### config.mk
export PLATFORM = sky130hd
export DESIGN_NAME = pattern_uart_loader
export DESIGN_NICKNAME = d
export VERILOG_FILES = /design/src/rtl/pattern_uart_loader.sv
export SDC_FILE = /design/constraint.sdc
export NUM_CORES = 1
export LEC_CHECK = 0
export CAP_MARGIN = 20
export CORE_MARGIN = 2
export CORE_UTILIZATION = 53
export CTS_BUF_LIST = sky130_fd_sc_hd__clkbuf_8
export CTS_CLUSTER_DIAMETER = 120
export CTS_CLUSTER_SIZE = 24
export DETAILED_ROUTE_END_ITERATION = 10
export PLACE_DENSITY = 0.84
export SLEW_MARGIN = 25
export SYNTH_ARGS = -nofsm -noshare
export SYNTH_HDL_FRONTEND = slang
export SYNTH_SLANG_ARGS = --single-unit
export TNS_END_PERCENT = 10
### constraint.sdc
create_clock -name CLOCK50M -period 2.9 [get_ports CLOCK50M]
set_clock_uncertainty 0.05 [all_clocks]
set_input_delay 0.29 -clock CLOCK50M [delete_from_list [all_inputs] [get_ports CLOCK50M]]
set_output_delay 0.29 -clock CLOCK50M [all_outputs]
set_load 0.05 [all_outputs]
### src/rtl/pattern_uart_loader.sv
// Purpose: UART 8N1 receiver plus frame parser feeding pattern_manager with {timestamp, pattern} words.
// Latency: word and write strobe appear on the clock edge after the final byte's mid-stop-bit sample.
// Backpressure: none; write is a bare strobe, so the host must pace frames no faster than the consumer takes them.
//
// Ports:
//   CLOCK50M, RESET_N        - system clock, asynchronous active-low reset
//   uart_rx                  - asynchronous serial input, idle high
//   pattern_with_timestamp   - last accepted word {ts[9:0], pattern[7:0]}
//   write                    - one-cycle strobe when pattern_with_timestamp is updated
//   frame_count, error_count - saturating accepted / rejected frame counters
//   rx_busy                  - parser is inside a frame
// Build option: define PATTERN_LOADER_CHECKSUM_EN for 5-byte frames with an XOR checksum byte;
// without it frames are 4 bytes (sync, ts_hi, ts_lo, pattern) and are accepted after the pattern byte.

module pattern_uart_loader #(
  parameter int         CLKS_PER_BIT   = 434,
  parameter logic [7:0] SYNC_BYTE      = 8'hA5,
  parameter int         TIMEOUT_CYCLES = 50000
) (
  input  logic        CLOCK50M,
  input  logic        RESET_N,
  input  logic        uart_rx,
  output logic [17:0] pattern_with_timestamp,
  output logic        write,
  output logic [7:0]  frame_count,
  output logic [7:0]  error_count,
  output logic        rx_busy
);

  localparam int HALF_BIT = CLKS_PER_BIT / 2;
  localparam int IDLE_W   = $clog2(TIMEOUT_CYCLES + 1);

  // ---------------------------------------------------------------- synchronizer
  // rx_prev is one more stage so a falling edge can be seen on synchronized data.
  logic rx_meta, rx_sync, rx_prev;

  always_ff @(posedge CLOCK50M or negedge RESET_N) begin
    if (!RESET_N) begin
      rx_meta <= 1'b1;
      rx_sync <= 1'b1;
      rx_prev <= 1'b1;
    end else begin
      rx_meta <= uart_rx;
      rx_sync <= rx_meta;
      rx_prev <= rx_sync;
    end
  end

  // ---------------------------------------------------------------- byte receiver
  typedef enum logic [1:0] {RX_IDLE, RX_START, RX_DATA, RX_STOP} rx_state_t;

  rx_state_t   rx_state, rx_next;
  logic [11:0] bit_clk;
  logic [2:0]  bit_idx;
  logic [7:0]  rx_shift;
  logic        half_tick, full_tick;
  logic        byte_valid, framing_err;

  assign half_tick = (bit_clk == 12'(HALF_BIT - 1));
  assign full_tick = (bit_clk == 12'(CLKS_PER_BIT - 1));

  always_comb begin
    rx_next     = rx_state;
    byte_valid  = 1'b0;
    framing_err = 1'b0;
    case (rx_state)
      RX_IDLE:  if (rx_prev && !rx_sync) rx_next = RX_START;
      // A start bit that is high again at mid-bit was a glitch.
      RX_START: if (half_tick) rx_next = rx_sync ? RX_IDLE : RX_DATA;
      RX_DATA:  if (full_tick && bit_idx == 3'd7) rx_next = RX_STOP;
      RX_STOP: begin
        if (full_tick) begin
          rx_next     = RX_IDLE;
          byte_valid  = rx_sync;
          framing_err = !rx_sync;
        end
      end
      default:  rx_next = RX_IDLE;
    endcase
  end

  always_ff @(posedge CLOCK50M or negedge RESET_N) begin
    if (!RESET_N) begin
      rx_state <= RX_IDLE;
      bit_clk  <= '0;
      bit_idx  <= '0;
      rx_shift <= '0;
    end else begin
      rx_state <= rx_next;
      // Bit timer restarts on every state change and at each data-bit boundary,
      // so after the half-bit start sample every later sample lands mid-bit.
      if (rx_state == RX_IDLE || rx_state != rx_next || (rx_state == RX_DATA && full_tick))
        bit_clk <= '0;
      else
        bit_clk <= bit_clk + 12'd1;
      if (rx_state == RX_START)
        bit_idx <= '0;
      else if (rx_state == RX_DATA && full_tick)
        bit_idx <= bit_idx + 3'd1;
      if (rx_state == RX_DATA && full_tick)
        rx_shift <= {rx_sync, rx_shift[7:1]};   // LSB first
    end
  end

  // ---------------------------------------------------------------- frame parser
  typedef enum logic [2:0] {HUNT, TS_HI, TS_LO, PAT, CHK} parse_state_t;

  parse_state_t      p_state, p_next;
  logic [1:0]        ts_hi_q;
  logic [7:0]        ts_lo_q;
`ifdef PATTERN_LOADER_CHECKSUM_EN
  logic [7:0]        pat_q;
`endif
  logic [IDLE_W-1:0] idle_cnt;
  logic              timeout_hit, accept, frame_err;
  logic [17:0]       accept_word;

  // A byte arriving on the timeout cycle takes priority, so the timeout is masked.
  assign timeout_hit = (p_state != HUNT) && !byte_valid &&
                       (idle_cnt == IDLE_W'(TIMEOUT_CYCLES - 1));

  always_comb begin
    p_next      = p_state;
    accept      = 1'b0;
    frame_err   = 1'b0;
`ifdef PATTERN_LOADER_CHECKSUM_EN
    accept_word = {ts_hi_q, ts_lo_q, pat_q};
`else
    accept_word = {ts_hi_q, ts_lo_q, rx_shift};
`endif
    if (byte_valid) begin
      case (p_state)
        HUNT:  if (rx_shift == SYNC_BYTE) p_next = TS_HI;
        TS_HI: begin
          if (|rx_shift[7:2]) begin
            frame_err = 1'b1;
            p_next    = HUNT;
          end else begin
            p_next = TS_LO;
          end
        end
        TS_LO: p_next = PAT;
`ifdef PATTERN_LOADER_CHECKSUM_EN
        PAT:   p_next = CHK;
        CHK: begin
          p_next = HUNT;
          if (rx_shift == ({6'b0, ts_hi_q} ^ ts_lo_q ^ pat_q)) accept = 1'b1;
          else                                                 frame_err = 1'b1;
        end
`else
        PAT: begin
          p_next = HUNT;
          accept = 1'b1;
        end
`endif
        default: p_next = HUNT;
      endcase
    end else if ((framing_err && p_state != HUNT) || timeout_hit) begin
      frame_err = 1'b1;
      p_next    = HUNT;
    end
  end

  always_ff @(posedge CLOCK50M or negedge RESET_N) begin
    if (!RESET_N) begin
      p_state                <= HUNT;
      ts_hi_q                <= '0;
      ts_lo_q                <= '0;
`ifdef PATTERN_LOADER_CHECKSUM_EN
      pat_q                  <= '0;
`endif
      idle_cnt               <= '0;
      pattern_with_timestamp <= '0;
      write                  <= 1'b0;
      frame_count            <= '0;
      error_count            <= '0;
    end else begin
      p_state <= p_next;
      if (byte_valid && p_state == TS_HI) ts_hi_q <= rx_shift[1:0];
      if (byte_valid && p_state == TS_LO) ts_lo_q <= rx_shift;
`ifdef PATTERN_LOADER_CHECKSUM_EN
      if (byte_valid && p_state == PAT)   pat_q   <= rx_shift;
`endif
      if (byte_valid || p_state == HUNT) idle_cnt <= '0;
      else                               idle_cnt <= idle_cnt + 1'b1;
      write <= accept;
      if (accept) begin
        pattern_with_timestamp <= accept_word;
        if (frame_count != 8'hFF) frame_count <= frame_count + 8'd1;
      end
      if (frame_err && error_count != 8'hFF) error_count <= error_count + 8'd1;
    end
  end

  assign rx_busy = (p_state != HUNT);

endmodule
==> results.ini <==
[run_status]
status=finished clean

[die]
ios=39
die_h_um=91.54
core_um2=7331
die_w_um=91.54
rows=31
initial_core_util=0.5540
die_area_um2=8380

[synthesis]
ys_seq_elements=91
synth.distinct_cells=43
yosys_most_used_dff=dfrtp_1
ys_seq_area_frac=0.5616
synth_edf_count=0
synthesis.nets=392
synthCells=381
async_reset_ff_frac=1.000
avgSynthCellArea_um2=10.66
syn_area_um2=4061
yosysWarningCount=0

[clocking]
clockBufferDepth=2
cts_tree=built
cts.root.buffer_cell=clkbuf_8
htree_levels=3
path_clk_slew_ns=0.08
cts_sinks=91
numCtsBuffers=9
clk_latency_ns=0.35
post_cts_buffers=0

[cells_and_area]
layout_common_cells=88 x dfrtp_1, 74 x nand2_1, 37 x clkdlybuf4s50_1, 36 x nor2_1, 23 x mux2_2
diodes=0
layout_commonest_cell=dfrtp_1
nets=439
fill_cells=565
area_delta_synth_final_pct=17.68
layout-drive-gt1-share=0.1386
final_core_util=0.6520
design_area_um2=4780

[global_route]
grt_max_degree=92
grt_antenna_before_repair=0
grtUsageTotal=0.1968
overflow=0
grt_pass1_wl_mm=13.25
grt_pass1_vias=2868

[sta]
tns_ns=0
slew_headroom=0.4669
finalSetupViolCount=0
finalCritPeriodShare=0.9259
rsz0062_at_grt=false
hold_viol=0
min_period_ns=2.685
fmax_ghz=0.3724
max_slew.worst_pin.slew_ns=0.7996
slew_violations=0

[placed_design]
dpl.hpwl_mm=5.216
portBuffers=38
globalplace.congestion=0.8248
placed_area_um2=4586

[pwr]
intPower_uw=1733
power.density_nw_per_um2=487.5
comb_power_share=0.075
ir_worst_vdd_uv=241.6
seqPwrFrac=0.593
switchingPower_uw=596.6
power_frac_clock=0.332
swShare=0.2561
leakage_uw=0.002258

[critical_path]
cp_slowest_cell=or4_1
criticalPathCategory=reg -> reg
end_kind=register
crit_path_max_incr_delay_ns=0.55
arrival_ns=2.90
cp_max_fo=20
crit_chain=or4_1 > or3_1 > or3_4 > buf_4 > nor4_2 > xor2_1
required_ns=3.12
cp-start-kind=register

[routing]
routedWlPerCell_um=14.20
drc=0
drtPass1Iterations=4
drtAntennaViolNets=0
drt_iter0_markers=154
wl_mm=7.557
viasPerCell=5.483
num_vias=2917

[worst_hold_path]
holdCritPathClass=in -> reg

[job]
max_cap_viol_count=0

==> power groups by stage <==
stage	Clock, uW	Sequential (uW)	Combinational, uW
final	773	1380	175
after global routing	850	1390	211
after global placement	0	1400	167
after floorplan	0	1390	120
after CTS	792	1380	179
after detailed placement	0	1410	175
==> critical path: cells and delay by family (launching register included) <==
kind,cells,cell delay (ns)
xor+xnor,1,0.18
buf+inv,1,0.22
flops,1,0.43
simple gates,4,1.73
==> final timing paths <==
check	start	end	slack, ns	cells past startpoint
worst max-delay path	bit_clk[2]$_DFF_PN0_	frame_count[5]$_DFFE_PN0P_	0.21	6
worst min-delay path	uart_rx	rx_meta$_DFF_PN1_	0.30	1
worst max register to register	bit_clk[2]$_DFF_PN0_	frame_count[5]$_DFFE_PN0P_	0.21	6
worst min register to register	rx_meta$_DFF_PN1_	rx_sync$_DFF_PN1_	0.31	0
max in group asynchronous	RESET_N	error_count[2]$_DFFE_PN0P_	1.73	2
min in group asynchronous	RESET_N	pattern_with_timestamp[3]$_DFFE_PN0P_	0.50	2
==> metrics by stage <==
stage          cells  setup WS, ns  hold WS [ns]  total power, uW
6_report         532        0.2150        0.2991             2330
2_1_floorplan    381        0.1313      -0.05559             1510
5_1_grt          532       0.09254        0.2922             2449
3_5_place_dp     515        0.1860        0.2998             1580
3_3_place_gp     515        0.2592        0.2963             1567
4_1_cts          532        0.1632        0.2852             2351
==> area by class of cell <==
| class | instances | area, um^2 | share of cell area |
|---|---|---|---|
| clock inverter | 6 | 40.04 | 0.008377 |
| multi-input combinational | 272 | 1719 | 0.3597 |
| sequential | 91 | 2281 | 0.4772 |
| tap | 99 | 123.9 | 0.02592 |
| inverter | 7 | 26.28 | 0.005497 |
| clock buffer | 10 | 137.6 | 0.02880 |
| timing repair buffer | 47 | 451.7 | 0.09450 |
==> sequential cells by signal, summed over array words and instances, names as in the netlist, 3 cells and up <==
signal and flops:
pattern_with_timestamp 18, idle_cnt 16, bit_clk 12, error_count 8, frame_count 8, rx_shift 8, ts_lo_q 8, bit_idx 3
==> cell usage after synthesis (4+ instances only) <==
master	number	area, um^2
buf_2	4	20.02
clkbuf_1	6	22.52
and3_1	12	75.07
nand4_1	10	62.56
nand2_1	74	277.8
inv_1	7	26.28
nor4_1	4	25.02
nor2_1	36	135.1
xnor2_1	20	175.2
dfrtp_1	88	2202
mux2_2	23	259.0
o21ai_0	4	20.02
nand3_1	17	85.08
nor3_1	10	50.05
ha_1	8	100.1
xor2_1	14	122.6
==> cell families (layout without fill, tap and decap cells) <==
logic type,after synthesis,count (layout),share of synthesized area
simple gates,187,187,0.2200
flops,91,91,0.5616
xor+xnor,35,35,0.07733
mux,24,24,0.06624
compound gates,18,18,0.03235
buf+inv,18,70,0.01787
fa+ha+maj,8,8,0.02465
==> metal layers <==
layer / vias to the layer above / GRT usage / routed length (um)
li1: 1396 / - / -
met3: 4 / 0.04149 / 244
met5: - / 0 / 0
met2: 50 / 0.3168 / 3744
met1: 1467 / 0.2700 / 3537
met4: 0 / 0.05808 / 31
==> what timing repair did <==
item,4_1_cts,5_1_grt
hold buffers,1,0
endpoints found under the hold margin,88,0
gates resized for setup,0,1
setup endpoints to repair,0,1
Note: power is estimated with default switching activity, not from simulation.
==> patch, RTL diff (same settings) <==
The option `PATTERN_LOADER_CHECKSUM_EN` is turned on by a define.
--- a/src/rtl/pattern_uart_loader.sv
+++ b/src/rtl/pattern_uart_loader.sv
@@ -13,2 +13,4 @@
 // without it frames are 4 bytes (sync, ts_hi, ts_lo, pattern) and are accepted after the pattern byte.
+
+`define PATTERN_LOADER_CHECKSUM_EN
 
Check against the original RTL: no difference found for any inputs over 10 cycles, from zero or initial values and one cycle with RESET_N low; that may be too few to reach the edited logic, so the function may still have changed.
==> patch against the original RTL <==
Non-clock buffer count fell by 5; worst setup slack improved by 0.017 ns; final area rose by 11%; critical path depth rose by 2; total power rose by 10%; synthesized area rose by 14%; sequential cell count rose by 9; maximum frequency rose by 0.65%; wire length rose by 6.8%; clock power rose by 11%.
==> patch: results (changes against the original RTL) <==
* Drt first-iter violations at 162 (+5.2%)
* Via density at 5.473 (-0.19%)
* First-pass GRT wire length at 14,320 µm (+8.0%)
* Largest net degree at the start of global routing at 52 (-43%)
* Grt met2 use at 0.2902 (-0.02660)
* Clock Latency Late Sink at 0.37 ns (+0.02 ns)
* DP Wirelength at 5702 µm (+9.3%)
* Clock transition at path regs at 0.11 ns (+0.03 ns)
* Mux share of post-synthesis cell area at 0.1216 (+0.05535)
* Max VDD drop at 0.0002645 V (+9.5%)
* Slowest-stage cell, CP: nor4_4
* Final hold slack at 0.2671 ns (-0.03202 ns)
* GRT met3 Usage at 0.03165 (-0.009839)
* Post-Synth Adder-Cell Area at 0.02166 (-0.002983)
* Per-cell routed wire length at 14.68 µm (+3.3%)
* Commonest cells post-synth: 97 x dfrtp_1, 49 x mux2_2, 42 x nor2_1
* CP peak stage delay at 0.49 ns (-0.06 ns)
* Crit path launch: bit_clk[1]
* Hold path start: uart_rx
* Slew HR at 0.5737 (+0.1068)
* CTS Buf Count at 9 (unchanged)
* Postcts setup bufs at 0 (unchanged)
* Ys flop type: dfrtp_1
* Seq/Total Area, Yosys at 0.5424 (-0.01924)
* Pleak at 0.002465 µW (+9.2%)
* Synth warn at 0 (unchanged)
* GP Congestion at 0.8371 (+1.5%)
* Critical Path Sink: pattern_with_timestamp[4]
* Worst hold path cell count at 1 (unchanged)
* Worst-case reg-to-reg path depth at 8 (+2)
* DP Area at 5124 µm² (+12%)
* Largest registers: pattern_with_timestamp x18, idle_cnt x16, bit_clk x12
* Post-Synth XOR/XNOR Area at 0.09856 (+0.02124)
* Worst Hold End: rx_meta
* Post-synth cell types at 46 (+7.0%)
* Compound-gate portion of the synthesized area at 0.03276 (+0.0004172)
* Synth area leaders: dfrtp_1 53%, mux2_2 12%, xnor2_1 5.3%
* Critical Path AT at 2.88 ns (-0.02 ns)
* Syn nets at 404 (+3.1%)
* Met1 GRT Util at 0.2551 (-0.01486)
* Place WS at 0.2544 ns (+0.06840 ns)
* Fillcell total at 666 (+18%)
* Final worst slack at 0.2323 ns (+0.01734 ns)
* Clock buffer depth at 2 (unchanged)
* Vias in the first global route at 3,070 (+7.0%)
* Share of cells above drive strength 1 at 0.1833 (+0.04469)
* Overall global routing resource usage at 0.1840 (-0.01277)
* Final #Nets at 448 (+2.1%)
* Crit path max fanout at 18 (-10%)
* Hold Crit Class: in2reg
* Status: completed
* Post-CTS Resized at 0 (unchanged)
[patch: through the flow]
step	utilization	cells
after detailed placement	0.5962	533
after floorplan	-	393
after CTS	0.6201	550
final	0.6201	550
after global routing	0.6201	550
after global placement	0.5962	533
[patch: area by class of cell]
type / instances / area share
clock inverter: 7 / 0.01338
multi-input combinational: 276 / 0.3827
tap: 108 / 0.02536
clock buffer: 9 / 0.02324
timing repair buffer: 42 / 0.07936
inverter: 8 / 0.005635
sequential: 100 / 0.4703
[patch: per-layer routing]
layer  vias to the layer above  wire length [µm]
met3                        14               260
met4                         0               130
met1                      1481              3748
met2                        53              3934
li1                       1462                 -
met5                         -                 0
[patch: repair_timing]
action / 4_1_cts / 5_1_grt
endpoints found under the setup margin: 0 / 0
hold buffers: 1 / 0
endpoints found under the hold margin: 46 / 0
[patch: power breakdown]
part | leakage [µW] | internal, µW | total [µW] | switching (µW)
logic | 0.00100 | 87.8 | 188 | 100
clock network | 0.0000961 | 334 | 858 | 524
registers | 0.00137 | 1440 | 1520 | 71.5
